**config.mk**
```make
export PLATFORM = sky130hd
export DESIGN_NAME = contador_bits_um
export DESIGN_NICKNAME = d
export VERILOG_FILES = /design/src/rtl/contador_bits_um.sv
export SDC_FILE = /design/constraint.sdc
export NUM_CORES = 1
export LEC_CHECK = 0
export BUFFER_PORTS_ARGS = -buffer_cell sky130_fd_sc_hd__buf_2
export CAP_MARGIN = 20
export CORE_UTILIZATION = 56
export CTS_BUF_LIST = sky130_fd_sc_hd__clkbuf_16
export DETAILED_ROUTE_END_ITERATION = 8
export GPL_TIMING_DRIVEN = 1
export MAX_ROUTING_LAYER = met4
export PLACE_DENSITY = 0.87
export SETUP_SLACK_MARGIN = 0.1
export SKIP_CTS_REPAIR_TIMING = 1
export SYNTH_ARGS = -nofsm -noshare
export SYNTH_HDL_FRONTEND = slang
export SYNTH_SLANG_ARGS = --single-unit
```
**constraint.sdc**
```tcl
create_clock -name clk -period 4.37 [get_ports clk]
set_input_delay 0.437 -clock clk [delete_from_list [all_inputs] [get_ports clk]]
set_output_delay 0.437 -clock clk [all_outputs]
set_load 0.02 [all_outputs]
```
**src/rtl/contador_bits_um.sv**
```systemverilog
// Ones-counter: combinational popcount of the input word, plus a registered
// copy with status flags and a saturating running total of captured counts.
module contador_bits_um #(
    parameter int LARGURA   = 8,
    parameter int LARG_ACUM = 16,
    localparam int LARG_CONT = $clog2(LARGURA + 1)
) (
    input  logic                 clk,
    input  logic                 reset,
    input  logic [LARGURA-1:0]   entrada,
    input  logic                 en,
    output logic [LARG_CONT-1:0] saida_quant_um,
    output logic [LARG_CONT-1:0] saida_reg,
    output logic                 valido,
    output logic                 zero,
    output logic                 cheio,
    output logic                 paridade,
    output logic [LARG_ACUM-1:0] total_acum
);

    // One extra bit of headroom so the carry out of the add reveals saturation.
    localparam int LARG_SOMA = ((LARG_ACUM > LARG_CONT) ? LARG_ACUM : LARG_CONT) + 1;
    localparam logic [LARG_SOMA-1:0] MAX_ACUM = LARG_SOMA'({LARG_ACUM{1'b1}});

    logic [LARGURA-1:0]   entrada_um;
    logic [LARG_CONT-1:0] contagem;
    logic [LARG_SOMA-1:0] soma;

    // entrada is routed through a local copy so the loop reads one clean vector
    assign entrada_um = entrada;

    always_comb begin
        contagem = '0;
        for (int i = 0; i < LARGURA; i++) begin
            contagem = contagem + LARG_CONT'(entrada_um[i]);
        end
    end

    assign saida_quant_um = contagem;

    always_comb begin
        soma = LARG_SOMA'(total_acum) + LARG_SOMA'(contagem);
        if (soma > MAX_ACUM) begin
            soma = MAX_ACUM;
        end
    end

    always_ff @(posedge clk or posedge reset) begin
        if (reset) begin
            saida_reg  <= '0;
            valido     <= 1'b0;
            zero       <= 1'b0;
            cheio      <= 1'b0;
            paridade   <= 1'b0;
            total_acum <= '0;
        end else if (en) begin
            saida_reg  <= contagem;
            valido     <= 1'b1;
            zero       <= (entrada == '0);
            cheio      <= (&entrada);
            paridade   <= contagem[0];
            total_acum <= soma[LARG_ACUM-1:0];
        end else begin
            valido     <= 1'b0;
        end
    end

endmodule

```
Yosys cells after proc, flatten, opt, wreduce, memory -nomap -nowiden. Index checks and enable logic that the tools add are counted.

Register bits after elaboration: 24. Bits of input ports: 11. Output and inout bits: 28. Word-level logic and storage cells: 19.

$add $sub $neg: 8. $lt $le $gt $ge: 1. Mux-type cells: 2. Reduce and logical (&&, ||, !) cells: 2.

Operator list (number): 16-bit by 4-bit adder with 17-bit output (1); 17-bit by 16-bit > comparator with 1-bit output, second input constant (1); 4-bit by 1-bit adder with 4-bit output (4); 16-bit 2-to-1 mux (1); 8-bit logical NOT (1); 8-bit AND reduction (1); 3-bit by 1-bit adder with 4-bit output (1); 2-bit by 1-bit adder with 3-bit output (1); 1-bit by 1-bit adder with 2-bit output (1); 1-bit 2-to-1 mux (1).

Logic depth before layout (Yosys ltp).
Depth in word-level cells: 10. Depth in mapped cells: 14. Mapped depth without buffers: 13.

Worst setup path before layout. Ideal clock, no wire load.

Path kind: input -> register. Start point: input port entrada[0]. End point: register total_acum[14]. Setup time: 0.125 ns. Arrival: 4.303 ns. Data required time: 4.245 ns. Path slack: -0.058 ns. Stages on the path: 13. Buffers on the path: 0. Cells stage by stage: fa_1 > inv_1 > fa_1 > fa_1 > inv_1 > ha_1 > fa_1 > inv_1 > fa_1 > nand2b_2 > a211oi_4 > nand3_2 > mux2_4.

Word-level cells in the longest chain between the ends: 10.

Ends and longest elaborated chain: start, declared (RTL line 10) `input logic [LARGURA-1:0] entrada,`; 1-bit by 1-bit adder with 2-bit output (*) (RTL line 35) `contagem = contagem + LARG_CONT'(entrada_um[i]);`; 2-bit by 1-bit adder with 3-bit output (*) (RTL line 35); 3-bit by 1-bit adder with 4-bit output (*) (RTL line 35); 4-bit by 1-bit adder with 4-bit output (*) (4 in series) (RTL line 35); named net saida_quant_um[1] (RTL line 12) `output logic [LARG_CONT-1:0] saida_quant_um,`; 16-bit by 4-bit adder with 17-bit output (*) (RTL line 42) `soma = LARG_SOMA'(total_acum) + LARG_SOMA'(contagem);`; 17-bit by 16-bit > comparator with 1-bit output (RTL line 43) `if (soma > MAX_ACUM) begin`; 16-bit 2-to-1 mux (*) (RTL line 43); end signal, assigned (RTL line 62) `total_acum <= soma[LARG_ACUM-1:0];`; end, declared (RTL line 18) `output logic [LARG_ACUM-1:0] total_acum`.

Mark *: on every way through the listed nets, which the timed path passes. The rest lies on a longest branch. A chain may end at the register's enable or synchronous reset.

Worst setup path after layout.
Start point: input port entrada[0]. End point: register total_acum[10].

Word-level cells in the longest chain between the ends: 10.

Ends and longest elaborated chain (RTL line): 1-bit by 1-bit adder with 2-bit output (*) (35); 2-bit by 1-bit adder with 3-bit output (*) (35); 3-bit by 1-bit adder with 4-bit output (*) (35); 4-bit by 1-bit adder with 4-bit output (*) (4 in series) (35); 16-bit by 4-bit adder with 17-bit output (*) (42); 17-bit by 16-bit > comparator with 1-bit output (43); 16-bit 2-to-1 mux (*) (43).

Every way passes the cells marked *; elsewhere a longest branch is shown, timed or not.

==> metrics.txt <==
Mapped Nets=about 170; CTS Buf Count=3; synthesized instance count=146; Fin. Hold Viols=0; routability cong.=around 0.8; Design Power=~1.1 mW; clk_skew=4.602 ps; Ports=39; Tot GR Track Use=0.2797; Setup violations, final=0; Nets=between 200 and 250; antenna-violating nets left=0; R2R depth=8; Syn Std Cell Area=about 1500 sq um; CP max stage cell=fa_2; status=finished clean; die area=about 2800 sq um; RSZ-0062 raised after global routing=no; FF-to-FF setup slack=around 2200 ps; Worst EP arrival=4170 ps; Longest Clk Path Bufs=2; Die W=around 53 um; peak supply drop=about 470 uV; Static Leak=between 0.9 and 1 nW; CP Class=in -> reg; PortBufs=38; Seq/Total Area, Yosys=0.3925; uppermost layer routed=met4; total negative slack=0 ps; fin crit share=0.9260; crit-path max cell delay=roughly 550 ps; WL final=3379 um; std cell rows=18; setup slack after layout=~320 ps; met1 wire length=about 1400 um; global route total overflow=0; n_diodes=0; Vias/cell=just under 6; TritonCTS clock tree=done; DR WL met2=about 1800 um; min cycle time layout=about 4000 ps; Startpoint Class=input port; Post-synth ARST share=1.000; layout cells sized above 1=0.3280; Slew headroom=0.4327; Worst-path clk slew=~60 ps; Die Y=53.17 um; area grow syn2layout=21.16%; Post-Syn Area per Cell=roughly 10 sq um; Pwr Density=between 600 and 700 nW/um^2; Final Max Slew Viols=0; CP bufs+invs=5; fmax=247.1 MHz; worst slew pin tran=approximately 850 ps; max reg flops=16; Ys Warns=0; worst r2r src=total_acum[0]; critical path fanouts, max=5; Clk Latency, worst-skew pair=about 260 ps; first-pass GRT wire length=around 5300 um; CP Data Required Time=around 4500 ps; TritonRoute pass-1 iters=4; EDFF count, synth=0; H-tree lvl count=1; vias in the first global route=roughly 1200; Root Buffer Master=clkbuf_16; CP Capture Type=flip-flop; crit-path most repeated cell=fa_1; initial antenna violation count=0; worst hold-check path type=in -> async; Via Count=between 1000 and 1500; DRT iter0 DRCs=14; largest net degree at the start of global routing=24; Max-cap violations=0; Initial Utilization=0.5919; FF-to-FF End=total_acum[10]; WL met3=between 150 and 200 um; clk sinks=23; routed len/inst=about 16 um; Setup WS pre-CTS=around 59 ps; DR DRC count=0; Filler Cell Count=177; CP Cell Sequence=buf_2 -> fa_1 -> inv_1 -> fa_1 -> fa_1 -> inv_1 -> ha_2 -> fa_2 -> inv_2 -> fa_2 -> nand2b_4 -> a211oi_4 -> buf_4 -> and3_2 -> o21ai_0; Seq cells post-synth=23; Netlist cell types=42; core outline area=roughly 2500 sq um; crit-path leading delay family=adder cells; ys flop type=dfrtp_1; Final HPWL DP=roughly 2600 um
per-stage QoR:
step	utilization	area, sq um	hold slack (ps)	std cells
after CTS	0.7172	1777	395.2	216
final	0.7172	1777	350.7	216
after global routing	0.7172	1777	445.5	216
after floorplan	-	1479	438.9	146
after global placement	0.6854	1698	480.8	212
after detailed placement	0.6854	1698	490.7	212
synthesized netlist by cell type (2+ instances only):
| master | n | area [sq um] |
|---|---|---|
| mux2_2 | 3 | 33.78 |
| o21ai_0 | 7 | 35.03 |
| buf_4 | 3 | 22.52 |
| and3_1 | 3 | 18.77 |
| nand3_2 | 2 | 20.02 |
| xor2_1 | 2 | 17.52 |
| and3_2 | 2 | 15.01 |
| xnor2_1 | 2 | 17.52 |
| o211ai_1 | 2 | 15.01 |
| nand2_1 | 11 | 41.29 |
| a21oi_1 | 6 | 30.03 |
| o31ai_1 | 2 | 15.01 |
| nor2_1 | 8 | 30.03 |
| or4_1 | 2 | 15.01 |
| inv_1 | 17 | 63.81 |
| mux2i_1 | 2 | 20.02 |
| dfrtp_1 | 23 | 575.6 |
| fa_1 | 5 | 100.1 |
| nand4_1 | 6 | 37.54 |
| a211oi_1 | 2 | 15.01 |
| ha_1 | 9 | 112.6 |
| nand3_1 | 6 | 30.03 |
| nor2b_1 | 2 | 12.51 |
power breakdown:
part / internal [mW] / switching, mW
sequential: 0.266 / 0.0599
combinational: 0.217 / 0.349
clock: 0.122 / 0.0738
final cells by class:
class | instances | area [sq um] | area share
clock buffer | 3 | 75.07 | 0.04225
clock inverter | 1 | 3.754 | 0.002113
inverter | 17 | 63.81 | 0.03592
multi-input combinational | 101 | 808.3 | 0.4549
sequential | 23 | 575.6 | 0.3239
tap | 30 | 37.54 | 0.02113
timing repair buffer | 41 | 212.7 | 0.1197
per-layer routing:
| metal | GRT usage | vias up |
|---|---|---|
| li1 | - | 599 |
| met1 | 0.2993 | 612 |
| met2 | 0.4831 | 38 |
| met3 | 0.03161 | 9 |
| met4 | 0.1886 | 0 |
| met5 | - | - |
worst reg2reg max path, delay by kind of cell, from the launching register on:
| family | cells | cell delay, ps |
|---|---|---|
| AOI/OAI and AO/OA | 2 | 400 |
| adders and majority gates | 2 | 620 |
| buffers and inverters | 2 | 270 |
| DFF | 1 | 380 |
| and+or+nand+nor | 2 | 340 |
logic make-up (layout without fill, tap and decap cells):
group | after synthesis | count (layout) | share of synthesized area
and+or+nand+nor | 49 | 49 | 0.1945
AOI/OAI and AO/OA | 28 | 28 | 0.1322
DFF | 23 | 23 | 0.3925
buffers and inverters | 22 | 62 | 0.06484
adders and majority gates | 14 | 14 | 0.1451
muxes | 6 | 6 | 0.04692
xor gates and xnor gates | 4 | 4 | 0.02390
worst max-delay path by stage:
stage / cells after the start / from / end / slack [ps]
2_1_floorplan: 13 / entrada[0] / total_acum[14] / 120
3_3_place_gp: 14 / entrada[0] / total_acum[14] / 110
3_5_place_dp: 15 / entrada[0] / total_acum[10] / 60
4_1_cts: 15 / entrada[0] / total_acum[10] / 330
5_1_grt: 14 / entrada[0] / total_acum[6] / 180
6_report: 15 / entrada[0] / total_acum[10] / 320
layout by cell type (no fill, tap or decap), drive strengths merged, types with 2 or more instances in the layout:
master	Yosys	layout
o211ai	2	2
a21oi	6	6
xnor2	2	2
nor2b	2	2
clkbuf	1	3
nand2	11	11
inv	17	18
o31ai	2	2
xor2	2	2
dfrtp	23	23
buf	4	41
a211oi	3	3
mux2i	2	2
nand3	8	8
or4	2	2
nand4	7	7
o21ai	8	8
and3	5	5
fa	5	5
mux2	4	4
nor2	8	8
ha	9	9
No activity file was read; power rests on OpenSTA's default activity.
